## config.mk

```make
export PLATFORM = sky130hd
export DESIGN_NAME = jk_sync_counter
export DESIGN_NICKNAME = d
export VERILOG_FILES = /design/src/rtl/jk_sync_counter.sv
export SDC_FILE = /design/constraint.sdc
export NUM_CORES = 1
export LEC_CHECK = 0
export ABC_AREA = 0
export BUFFER_PORTS_ARGS = -buffer_cell sky130_fd_sc_hd__buf_4
export CAP_MARGIN = 20
export CELL_PAD_IN_SITES_DETAIL_PLACEMENT = 2
export CELL_PAD_IN_SITES_GLOBAL_PLACEMENT = 2
export CORE_UTILIZATION = 26
export CTS_CLUSTER_SIZE = 12
export DETAILED_ROUTE_END_ITERATION = 8
export PLACE_DENSITY = 0.84
export SYNTH_ARGS = -nofsm -noshare
export SYNTH_HDL_FRONTEND = slang
export SYNTH_SLANG_ARGS = --single-unit
```

## constraint.sdc

```tcl
create_clock -name clk -period 5.9 [get_ports clk]
set_input_delay 1.77 -clock clk [delete_from_list [all_inputs] [get_ports clk]]
set_output_delay 1.77 -clock clk [all_outputs]
set_load 0.02 [all_outputs]
```

## src/rtl/jk_sync_counter.sv

```systemverilog
// Modulo-MODULUS up/down counter built from per-bit JK stages with
// minimal excitation, synchronous range-checked load and wrap/load-error pulses.
module jk_sync_counter #(
  parameter int WIDTH   = 4,
  parameter int MODULUS = 10
) (
  input  logic             clk,
  input  logic             rst,
  input  logic             en,
  input  logic             up,
  input  logic             load,
  input  logic [WIDTH-1:0] load_val,
  output logic [WIDTH-1:0] q,
  output logic [WIDTH-1:0] qn,
  output logic [WIDTH-1:0] j_o,
  output logic [WIDTH-1:0] k_o,
  output logic             tc,
  output logic             wrap,
  output logic             load_err
);

  localparam logic [WIDTH-1:0] MAX_V = WIDTH'(MODULUS - 1);
  localparam logic [WIDTH:0]   MOD_V = (WIDTH + 1)'(MODULUS);

  logic [WIDTH-1:0] q_q, q_d, nxt;
  logic             wrap_q, wrap_d;
  logic             load_err_q, load_err_d;
  logic             load_ok, at_top, at_bot;

  always_comb begin
    load_ok = ({1'b0, load_val} < MOD_V);
    at_top  = (q_q == MAX_V);
    at_bot  = (q_q == '0);

    nxt = q_q;
    if (load) begin
      if (load_ok) nxt = load_val;
    end else if (en) begin
      if (up) nxt = at_top ? '0 : q_q + 1'b1;
      else    nxt = at_bot ? MAX_V : q_q - 1'b1;
    end

    // Excitation derived from the target so J and K are never both set.
    j_o = nxt & ~q_q;
    k_o = ~nxt & q_q;
    q_d = (j_o & ~q_q) | (~k_o & q_q);

    tc         = en & ~load & (up ? at_top : at_bot);
    wrap_d     = tc;
    load_err_d = load & ~load_ok;
  end

  always_ff @(posedge clk or posedge rst) begin
    if (rst) begin
      q_q        <= '0;
      wrap_q     <= 1'b0;
      load_err_q <= 1'b0;
    end else begin
      q_q        <= q_d;
      wrap_q     <= wrap_d;
      load_err_q <= load_err_d;
    end
  end

  assign q        = q_q;
  assign qn       = ~q_q;
  assign wrap     = wrap_q;
  assign load_err = load_err_q;

endmodule

```

; Yosys cells after proc, flatten, opt, wreduce, memory -nomap -nowiden
; Index checks and enable logic that the tools add are counted.
[totals]
regBits = 6
[op_classes]
add_sub_neg = 2
n_lt_le_gt_ge = 1
eq_ne = 1
mux = 7
bitwise = 13
n_reduce_logical = 1
[op_table]
columns = cell, n
row1 = 4-bit two-way mux, 6
row2 = 4-bit AND, 4
row3 = 4-bit NOT, 3
row4 = "4-bit by 1-bit adder with 4-bit output, second input constant", 1
row5 = "4-bit == test, second input constant", 1
row6 = 4-bit zero test, 1
row7 = "4-bit less-than comparator, second input constant", 1
row8 = 4-bit OR, 1
row9 = "4-bit by 1-bit subtractor with 4-bit output, second input constant", 1
row10 = 1-bit AND, 3
row11 = 1-bit NOT, 2
row12 = 1-bit two-way mux, 1

; Depth between registers and ports, before layout
[logic_depth]
depth_word = 10
mapped_depth = 7
depth_no_buf = 6

; Worst setup path after synthesis
; Ideal clock, no wire load.
[synth_path]
kind = in2out
startpoint = input up
endpoint = output k_o[3]
arrival_ns = 2.941
t_required_ns = 4.130
path_slack_ns = 1.189
path_stages = 5
path_buffers = 1
cell_sequence = buf_4 -> nand3_1 -> o21ai_1 -> a221o_1 -> nor3b_1
[synth_between]
elab_chain_cells = 5
[synth_rtl]
columns = element, line
row1 = start: declaration, 10  ; input logic up,
row2 = 4-bit two-way mux, 39  ; if (up) nxt = at_top ? '0 : q_q + 1'b1;
row3 = 4-bit two-way mux, 38  ; end else if (en) begin
row4 = 4-bit two-way mux, 36  ; if (load) begin
row5 = 4-bit NOT, 45  ; k_o = ~nxt & q_q;
row6 = 4-bit AND, 45
row7 = end: declaration, 16  ; output logic [WIDTH-1:0] k_o,
; Every way passes these cells.

; Worst setup path in the final report
[layout_path]
startpoint = input load
endpoint = output j_o[3]
[layout_between]
elab_chain_cells = 2
[layout_rtl]
columns = element, line
row1 = start: declaration, 11  ; input logic load,
row2 = 4-bit two-way mux, 36
row3 = 4-bit AND, 44  ; j_o = nxt & ~q_q;
row4 = end: declaration, 15  ; output logic [WIDTH-1:0] j_o,
; Every way passes these cells.

==> results.json <==
{
  "synth_nets": 103,
  "critPathLaunchType": "primary input",
  "vias_per_cell": 5.51,
  "setup_tns_ps": 0,
  "setup_viol": 0,
  "grt_max_degree": 16,
  "timing_hold_violations_final": 0,
  "avgRoutedWirePerCell_microns": 16.4,
  "grtUsageTotal": 0.199,
  "pre_cts_slack_ps": 1070,
  "wirelength_mm": 2.37,
  "critPathMaxStageDelay_ps": 340,
  "io_buffers": 27,
  "worst_path_most_repeated_cell": "buf_4",
  "die_area_sq_um": 2720,
  "endpoint_kind": "primary output",
  "placementRows": 17,
  "status": "finished clean",
  "max_slew_margin": 0.640,
  "worst_pin_slew_ps": 535,
  "drt_iter0_markers": 5,
  "cts_max_path_buffers": 2,
  "yosysUniqueCellTypes": 32,
  "synth_area_sq_um": 654,
  "numClockSinks": 6,
  "syn_avg_cell_area_sq_um": 7.19,
  "cts_hold_buf": 0,
  "yosysSeqAreaShare": 0.229,
  "core_sq_um": 2300,
  "critPathArrivalTime_ps": 3070,
  "leakage_nw": 0.445,
  "cp.required_ps": 4130,
  "grt_pass1_vias": 811,
  "gp_congestion": 0.796,
  "vias": 794,
  "die_y_microns": 52.2,
  "path_clk_slew_ps": 50,
  "clkLatencyLatePin_ps": 240,
  "overflow": 0,
  "placed_cell_area_sq_um": 861,
  "diodes": 0,
  "final.setup_skew_ps": 7.32,
  "fmax_mhz": 207,
  "critPathKind": "primary input to primary output",
  "die_w_microns": 52.2,
  "cts_buffers": 3,
  "start_util": 0.285,
  "drive_gt1_frac": 0.276,
  "hp-class": "flop to flop",
  "total_power_uw": 205,
  "antenna_left": 0,
  "final_nets": 130,
  "final_core_util": 0.385,
  "h-tree-depth": 1,
  "cap_violations": 0,
  "synthToLayoutAreaGrowth_pct": 35.0,
  "powerDensity_nw_per_um2": 232,
  "io_pins": 28,
  "fin_crit_ps": 4840,
  "ys_ff_latch": 6,
  "whs_ps": 857,
  "cts_root_buffer": "clkbuf_4",
  "period_share": 0.820,
  "antenna_found_initial": 0,
  "rsz0062_at_grt": "false",
  "path_cells": "buf_4 -> and2b_1 -> o21ai_1 -> a221o_1 -> o31ai_2 -> buf_4",
  "final_cells": 144,
  "dp.final_hpwl_mm": 1.89,
  "finalWorstSetupSlack_ps": 1060,
  "yosys_warnings": 0,
  "post-route-cell-area_sq_um": 883,
  "slowest_stage": "a221o_1",
  "dp_cells": 141,
  "first_pass_iters": 4,
  "cts_tree": "yes",
  "drv_slew": 0,
  "grt_pass1_wl_mm": 3.99,
  "netlist_instances": 91,
  "ir_drop_v": 0.000102,
  "cp_max_fo": 11,
  "post_cts_buffers": 0,
  "cts-resized-gates": 0,
  "drc": 0
}
## metal layers
layer,wire [microns],global-route usage
met3,85,0.0174
met1,1100,0.259
met4,14,0.0526
met2,1170,0.348
met5,0,0
## cell families (layout without fill, tap and decap cells)
kind of cell,count (synthesis),after routing,synth area share
buffers and inverters,14,39,0.0994
AND/OR/NAND/NOR,31,31,0.239
adder cells (fa/ha/maj),3,3,0.0574
flip-flops,6,6,0.229
multiplexers,1,1,0.0153
AO/OA/AOI/OAI,36,36,0.359
## layout by cell type (no fill, tap or decap), types with 2 or more instances in the layout
cell	Yosys	layout
buf_4	3	27
o21ai_0	10	10
inv_1	8	8
nor2_1	8	8
a21oi_1	7	7
nand2_1	7	7
dfrtp_1	6	6
nand3_1	4	4
o31ai_1	4	4
nor2b_1	3	3
nand4_1	3	3
a21o_1	3	3
o21a_1	3	3
ha_1	3	3
clkbuf_4	0	3
nor3b_1	2	2
## worst paths after layout
path / from / endpoint / slack [ps] / cells past startpoint
min in group asynchronous: rst / q[3] / 1450 / 2
hold / removal: q[3] / q[3] / 860 / 2
max in group asynchronous: rst / wrap / 4250 / 2
hold reg to reg: q[3] / q[3] / 860 / 2
setup / recovery: load / j_o[3] / 1060 / 6
setup reg to reg: q[1] / q[1] / 3910 / 6
## cell type report
| class | instances | area, sq um |
|---|---|---|
| clock buffers | 3 | 22.5 |
| fillers | 297 | 1410 |
| inverters | 9 | 33.8 |
| multi-input cells | 71 | 439 |
| flip-flops and latches | 6 | 150 |
| well taps | 28 | 35.0 |
| repair buffers | 27 | 203 |
## worst max-delay path: cells and delay by family
kind | cells | cell delay (ps)
and+or+nand+nor | 1 | 260
AOI/OAI and AO/OA | 3 | 710
buffers and inverters | 2 | 320
## sequential cells by signal, indices dropped and copies added, names as in the netlist
name / count
q: 4
wrap: 1
load_err: 1
## synthesized netlist by cell type
master / instances / area, sq um
a211oi_1: 1 / 7.51
a21o_1: 3 / 22.5
a21oi_1: 7 / 35.0
a221o_1: 1 / 10.0
a221oi_1: 1 / 8.76
a31oi_1: 1 / 6.26
a32oi_1: 1 / 8.76
and2b_1: 1 / 7.51
and3_1: 1 / 6.26
buf_2: 1 / 5.00
buf_4: 3 / 22.5
clkbuf_1: 1 / 3.75
dfrtp_1: 6 / 150
ha_1: 3 / 37.5
inv_1: 8 / 30.0
inv_2: 1 / 3.75
mux2i_1: 1 / 10.0
nand2_1: 7 / 26.3
nand3_1: 4 / 20.0
nand4_1: 3 / 18.8
nor2_1: 8 / 30.0
nor2b_1: 3 / 18.8
nor3_1: 1 / 5.00
nor3b_1: 2 / 15.0
nor4b_1: 1 / 8.76
o211a_1: 1 / 10.0
o21a_1: 3 / 22.5
o21ai_0: 10 / 50.1
o21ai_1: 1 / 5.00
o22ai_1: 1 / 6.26
o31ai_1: 4 / 30.0
o31ai_2: 1 / 12.5
## power by group
part | internal (mW) | switching [mW]
sequential | 0.0459 | 0.0160
clock | 0.0229 | 0.0134
combinational | 0.0439 | 0.0631
total | 0.113 | 0.0925
Power figures use the tool's default switching activity.
